[config.mk]
export PLATFORM = sky130hd
export DESIGN_NAME = count_serializer
export DESIGN_NICKNAME = d
export VERILOG_FILES = /design/src/rtl/count_ser_pkg.sv /design/src/rtl/count_ser_shreg.sv /design/src/rtl/count_serializer.sv
export SDC_FILE = /design/constraint.sdc
export NUM_CORES = 1
export LEC_CHECK = 0
export ABC_AREA = 0
export CAP_MARGIN = 20
export CORE_UTILIZATION = 41
export DETAILED_ROUTE_END_ITERATION = 6
export PLACE_DENSITY = 0.77
export SLEW_MARGIN = 10
export SYNTH_ARGS = -nofsm -noshare
export SYNTH_HDL_FRONTEND = slang
export SYNTH_SLANG_ARGS = --single-unit
[constraint.sdc]
create_clock -name Clk -period 5.9 [get_ports Clk]
set_clock_uncertainty 0.15 [all_clocks]
set_input_delay 1.77 -clock Clk [delete_from_list [all_inputs] [get_ports Clk]]
set_output_delay 1.77 -clock Clk [all_outputs]
set_load 0.005 [all_outputs]
[src/rtl/count_ser_pkg.sv]
// count_ser_pkg: shared types and constants for the count serializer.
//   cs_state_t     - frame state (IDLE / SEND)
//   CS_WIDTH       - default snapshot width in bits
//   CS_BYTE        - bits per streamed byte
//   cs_idx_width() - width of a byte index for a given byte count
//   CS_IDX_W       - byte-index width for the default snapshot width
package count_ser_pkg;

  typedef enum logic {
    IDLE = 1'b0,
    SEND = 1'b1
  } cs_state_t;

  localparam int CS_WIDTH = 64;
  localparam int CS_BYTE  = 8;

  // A single-byte frame still needs a one-bit index to keep port widths legal.
  function automatic int cs_idx_width(input int nbytes);
    return (nbytes > 1) ? $clog2(nbytes) : 1;
  endfunction

  localparam int CS_IDX_W = cs_idx_width(CS_WIDTH / CS_BYTE);

endpackage

[src/rtl/count_ser_shreg.sv]
// count_ser_shreg: snapshot register with a byte-wide right shifter.
//   clk, rst  - clock, asynchronous active-high reset (clears the register)
//   load      - capture din (takes priority over shift)
//   shift     - shift right by one byte, zero-filling from the top
//   din       - value to capture
//   byte_out  - least-significant byte of the register
module count_ser_shreg
  import count_ser_pkg::*;
#(
  parameter int WIDTH = CS_WIDTH
) (
  input  logic               clk,
  input  logic               rst,
  input  logic               load,
  input  logic               shift,
  input  logic [WIDTH-1:0]   din,
  output logic [CS_BYTE-1:0] byte_out
);

  logic [WIDTH-1:0] q;

  always_ff @(posedge clk or posedge rst) begin
    if (rst) begin
      q <= '0;
    end else if (load) begin
      q <= din;
    end else if (shift) begin
      // Zero fill means the register reads as 0 once a frame is fully sent.
      q <= {{CS_BYTE{1'b0}}, q[WIDTH-1:CS_BYTE]};
    end
  end

  assign byte_out = q[CS_BYTE-1:0];

endmodule

[src/rtl/count_serializer.sv]
// count_serializer: captures one of two wide counter values on Snap and
// streams it out LSB byte first over a valid/ready byte link.
//   Clk, Reset     - clock, asynchronous active-high reset
//   Count0/Count1  - counter values to choose from
//   Sel            - capture select (1 = Count1), sampled with an accepted Snap
//   Snap           - capture request
//   Out_Ready      - consumer ready
//   Clr_Overrun    - clears the sticky Overrun flag
//   Out_Data       - current byte
//   Out_Valid      - Out_Data is valid
//   Out_Last       - current byte is the final byte of the frame
//   Out_Sel        - Sel value latched with the frame
//   Busy           - frame in progress
//   Overrun        - sticky: a Snap arrived mid-frame and was dropped
// WIDTH must be a multiple of 8.
module count_serializer
  import count_ser_pkg::*;
#(
  parameter int WIDTH = CS_WIDTH
) (
  input  logic             Clk,
  input  logic             Reset,
  input  logic [WIDTH-1:0] Count0,
  input  logic [WIDTH-1:0] Count1,
  input  logic             Sel,
  input  logic             Snap,
  input  logic             Out_Ready,
  input  logic             Clr_Overrun,
  output logic [7:0]       Out_Data,
  output logic             Out_Valid,
  output logic             Out_Last,
  output logic             Out_Sel,
  output logic             Busy,
  output logic             Overrun
);

  localparam int NBYTES = WIDTH / CS_BYTE;
  localparam int IDX_W  = cs_idx_width(NBYTES);

  cs_state_t        state;
  cs_state_t        state_nxt;
  logic [IDX_W-1:0] idx;
  logic             last_byte;
  logic             xfer;
  logic             load;
  logic             ovr_set;
  logic [WIDTH-1:0] cap;

  assign last_byte = (idx == IDX_W'(NBYTES - 1));
  assign xfer      = (state == SEND) && Out_Ready;
  // A Snap is accepted when idle, or on the final transfer so frames abut.
  assign load      = Snap && ((state == IDLE) || (xfer && last_byte));
  assign ovr_set   = Snap && (state == SEND) && !(xfer && last_byte);
  assign cap       = Sel ? Count1 : Count0;

  count_ser_shreg #(
    .WIDTH (WIDTH)
  ) u_shreg (
    .clk      (Clk),
    .rst      (Reset),
    .load     (load),
    .shift    (xfer),
    .din      (cap),
    .byte_out (Out_Data)
  );

  always_ff @(posedge Clk or posedge Reset) begin
    if (Reset) begin
      state <= IDLE;
    end else begin
      state <= state_nxt;
    end
  end

  always_comb begin
    state_nxt = state;
    case (state)
      IDLE: if (Snap) state_nxt = SEND;
      SEND: if (xfer && last_byte) state_nxt = Snap ? SEND : IDLE;
      default: state_nxt = IDLE;
    endcase
  end

  always_comb begin
    Out_Valid = (state == SEND);
    Busy      = (state == SEND);
    Out_Last  = (state == SEND) && last_byte;
  end

  always_ff @(posedge Clk or posedge Reset) begin
    if (Reset) begin
      idx     <= '0;
      Out_Sel <= 1'b0;
    end else if (load) begin
      idx     <= '0;
      Out_Sel <= Sel;
    end else if (xfer) begin
      idx     <= idx + 1'b1;
    end
  end

  // Set has priority over clear so a dropped Snap is never lost.
  always_ff @(posedge Clk or posedge Reset) begin
    if (Reset) begin
      Overrun <= 1'b0;
    end else if (ovr_set) begin
      Overrun <= 1'b1;
    end else if (Clr_Overrun) begin
      Overrun <= 1'b0;
    end
  end

endmodule

Yosys cells after proc, flatten, opt, wreduce, memory -nomap -nowiden. Index checks and enable logic that the tools add are counted.

Register bits: 70. Input bits: 134. Output and inout port bits: 13.

Add/subtract/negate cells: 1. Equality and inequality tests: 1. Mux-type cells: 10. Bitwise operators: 1. Reduce and logical (&&, ||, !) cells: 10.

Operator list (count): two-way mux 64 bit (3); logical AND 1 bit (6); two-way mux 3 bit (2); two-way mux 1 bit (4); nonzero test 2 bit (2); adder 3 x 1 -> 3 bit (second input constant) (1); == test 3 bit (second input constant) (1); one-hot mux 1 bit (2 select lines) (1); logical NOT 1 bit (1); logical OR 1 bit (1); inverter 1 bit (1).

Longest topological paths before layout.
Depth after elaboration: 5. Depth in mapped cells: 8. Gate-level depth less buffers: 5.

Hierarchy. From an unflattened synthesis, not the netlist that was laid out.

Cells, all modules: 387. Area total of the unflattened synthesis: 4120.2 um^2.

By module, submodules not included: count_ser_shreg (instances 1, cells an instance 286, area an instance 3017.9 um^2, seq. area each 1601.5 um^2); count_serializer (instances 1, cells an instance 101, area an instance 1102.3 um^2, seq. area each 150.1 um^2).

Least setup slack after synthesis. Ideal clock, no wire load.

Kind: input to register. Start point: input port Out_Ready. End point: register u_shreg.q[15]. Setup time: 0.126 ns. Arrival time: 2.575 ns. Required time: 5.624 ns. Path slack: 3.049 ns. Stages on the path: 5. Path through: nand2_1 buf_4 buf_2 mux2i_1 mux2i_1.

Word-level cells in the longest chain between the ends: 5. Elaborated cells between the ends (all ways): 6. Those cells by class: mux (1); reduce/logical (5).

Ends and longest elaborated chain: start, declared (RTL line count_serializer.sv:27) `input logic Out_Ready,`; logical AND 1 bit * (RTL line count_serializer.sv:50) `assign xfer = (state == SEND) && Out_Ready;`; logical AND 1 bit (RTL line count_serializer.sv:52) `assign load = Snap && ((state == IDLE) || (xfer && last_byte));`; logical OR 1 bit (RTL line count_serializer.sv:52); logical AND 1 bit (RTL line count_serializer.sv:52); two-way mux 64 bit or nonzero test 2 bit (tied branches); end signal, assigned (RTL line count_ser_shreg.sv:26) `q <= din;`; end signal, assigned (RTL line count_ser_shreg.sv:29) `q <= {{CS_BYTE{1'b0}}, q[WIDTH-1:CS_BYTE]};`; end, declared (RTL line count_ser_shreg.sv:20) `logic [WIDTH-1:0] q;`.

Mark *: on every way between the ends. The rest lies on a longest branch, timed or not. A chain may end at the register's enable or synchronous reset.

Worst setup path after layout.
Start point: input port Out_Ready. End point: register u_shreg.q[22].

The elaborated chain is that of the path after synthesis.

==> summary.md <==
| Metric | Value |
|---|---|
| YS warnings | 0 |
| Die Width | 100 um |
| Root Buffer | clkbuf_8 |
| Worst-Margin Slew | 1.07 ns |
| Via count of the routed design | 2790 |
| Total Routing Usage GR | 17.7% |
| Aggregate global routing overflow | 0 |
| Mux contribution to synthesized area | 46.9% |
| IO Pins | 147 |
| Number of max-cap violations | 0 |
| Top achievable clock speed | 261 MHz |
| TNS Setup | 0 ns |
| Largest family of logic cells by synthesized area | multiplexers |
| Share of layout cells above drive strength 1 | 5.58% |
| Hpwl dp | 6.32 mm |
| Post-route DRC | 0 |
| WP data arrival | 3.95 ns |
| Synth Area in Compound Gates | 0.665% |
| TritonCTS buffer count | 9 |
| Post-Synth Adder-Cell Area | 0.634% |
| Setup CP Type | primary input to flip-flop |
| Setup bufs post-CTS | 0 |
| Crit path time final | 3.84 ns |
| Max IR drop VDD | 0.152 mV |
| FP Rows | 35 |
| Core Box Area | 9280 um2 |
| PwrDens | 293 nW/um2 |
| Gpl congestion | 0.694 |
| Capturing element type of the critical path | flip-flop |
| Worst path required time | 6.01 ns |
| Syn nets | 449 |
| DIE AREA | 10000 um2 |
| Slew HR | 29.0% |
| Syn avg cell area | 12.6 um2 |
| Pin count of the biggest net entering global routing | 68 |
| Critical path fanouts, max | 29 |
| Synthesized instance count | 313 |
| Yosys reg bits | 70 |
| Synthesized area | 3950 um2 |
| DRT Wirelength | 8.52 mm |
| Clk buf depth | 2 |
| XOR/XNOR Fraction of Synth Area | 0.222% |
| Clk_lat worst skew | 0.34 ns |
| Initial drt markers | 65 |
| Final total power | 1.65 mW |
| First-pass GRT wire length | 13.7 mm |
| Fin. max-slew vios | 0 |
| Hold path cells | 1 |
| Synth unique cells | 20 |
| DR WL/cell | 14.8 um |
| Post-CTS sizing | 0 |
| Initial antenna violation count | 0 |
| Area Overhead vs Synth | 42.6% |
| Diodes inserted | 0 |
| Fin util | 60.7% |
| Share of the synthesized area in the top cell type | 46.6% |
| Drt pass-1 iters | 4 |
| Unrepaired setup endpoints after global routing | false |
| Number of hold buffers added after cts | 0 |
| Vias in the first global route | 2887 |
| Status | complete, no violations |
| Leak pwr | 2.56 nW |
| Initial Utilization | 42.5% |
| Synth area leader | mux2i_1 |
| Critical-path cell list | clkdlybuf4s50_1 > a21boi_2 > nor2b_4 > buf_4 > mux2i_1 |
| Final nets | 579 |
| Final Hold Vio Count | 0 |
| CP max stage cell | nor2b_4 |
| Antenna viol nets, final | 0 |
| Crit path largest cell delay | 0.80 ns |
| TritonCTS clock tree | done |
| R2r worst-path depth | 6 |
| Dominant cells by area after synthesis | mux2i_1, dfrtp_1, buf_4, buf_2, nand2_1 |
| Startpoint class of the critical path | primary input |
| Post-Synth Simple-Gate Area | 1.96% |
| Die Span Y | 100 um |
| PortBufs | 146 |
| Min-delay worst type | flip-flop to flip-flop |
| Sequential area share after synthesis | 44.4% |
| Endpoints failing setup | 0 |
| Final period util | 65.1% |
| Clk sinks | 70 |
| Clk slew on worst S/H paths | 0.07 ns |
| H-tree depth | 3 |
| Post-DR vias/cell | 4.84 |
[cell usage in the layout (no fill, tap or decap), types with 2 or more instances in the layout]
master,instances
mux2i_1,184
ha_1,2
buf_4,5
clkbuf_1,2
clkbuf_8,10
a21oi_1,2
clkinv_2,3
dfrtp_1,70
nand3_1,2
bufinv_16,2
clkdlybuf4s50_1,145
nand2_1,11
[path summary, 6_finish.rpt]
kind	slack [ns]	start	end
setup / recovery	2.06	Out_Ready	u_shreg.q[22]$_DFFE_PP0P_
hold / removal	0.37	Out_Sel$_DFFE_PP0P_	Out_Sel$_DFFE_PP0P_
setup reg to reg	3.39	idx[0]$_DFFE_PP0P_	u_shreg.q[22]$_DFFE_PP0P_
hold reg to reg	0.37	Out_Sel$_DFFE_PP0P_	Out_Sel$_DFFE_PP0P_
max in group asynchronous	3.09	Reset	u_shreg.q[26]$_DFFE_PP0P_
min in group asynchronous	1.61	Reset	Busy$_DFF_PP0_
[cell families (layout without fill, tap and decap cells)]
family,Yosys count,count (layout)
multiplexers,185,185
flip-flops,70,70
buffers and inverters,33,168
AND/OR/NAND/NOR,18,18
AO/OA/AOI/OAI,4,4
adder cells (fa/ha/maj),2,2
XOR/XNOR,1,1
[power by group]
part | internal [mW] | leakage [nW] | switching (mW)
combinational | 0.308 | 1.51 | 0.191
sequential | 0.639 | 0.935 | 0.0911
clock | 0.249 | 0.110 | 0.173
total | 1.20 | 2.56 | 0.454
[cell type report]
| type | count | area, um2 |
|---|---|---|
| well taps | 129 | 161 |
| flip-flops and latches | 70 | 1750 |
| fillers | 801 | 3650 |
| repair buffers | 150 | 1490 |
| clock buffers | 12 | 145 |
| inverters | 2 | 8.76 |
| multi-input cells | 210 | 2010 |
| clock inverters | 4 | 70.1 |
[metrics by stage]
step / worst slack [ns] / area [um2] / hold WS, ns / instances
after floorplan: 2.21 / 3950 / 0.349 / 313
after detailed placement: 1.67 / 5420 / 0.367 / 561
final: 2.06 / 5630 / 0.372 / 577
after CTS: 2.04 / 5630 / 0.380 / 577
after global placement: 1.77 / 5420 / 0.344 / 561
after global routing: 1.91 / 5630 / 0.399 / 577
[synth_stat cells]
| cell type | number |
|---|---|
| mux2i_1 | 184 |
| dfrtp_1 | 70 |
| buf_2 | 15 |
| nand2_1 | 12 |
| buf_4 | 11 |
| buf_6 | 3 |
| a21oi_1 | 2 |
| ha_1 | 2 |
| inv_1 | 2 |
| nand3_1 | 2 |
| a21boi_2 | 1 |
| and2_1 | 1 |
| buf_1 | 1 |
| clkbuf_1 | 1 |
| mux2_2 | 1 |
| nor2_1 | 1 |
| nor2b_1 | 1 |
| o21ai_0 | 1 |
| or2_2 | 1 |
| xor2_1 | 1 |
[sequential cells by signal, indices dropped and copies added (netlist names)]
signal and count:
Busy 1, Out_Sel 1, Overrun 1, idx 3, u_shreg.q 64
[layer usage]
layer	vias up	GRT usage, %	wire (um)
met4	0	7.36	131
li1	1377	-	-
met5	-	0	0
met2	96	29.5	4090
met1	1308	22.6	3750
met3	9	3.62	547
[critical path, delay by kind of cell]
kind                   cells  cell delay (ns)
buffers and inverters      2             1.01
and+or+nand+nor            1             0.80
muxes                      1             0.23
AOI/OAI and AO/OA          1             0.12
Power figures use the tool's default switching activity.
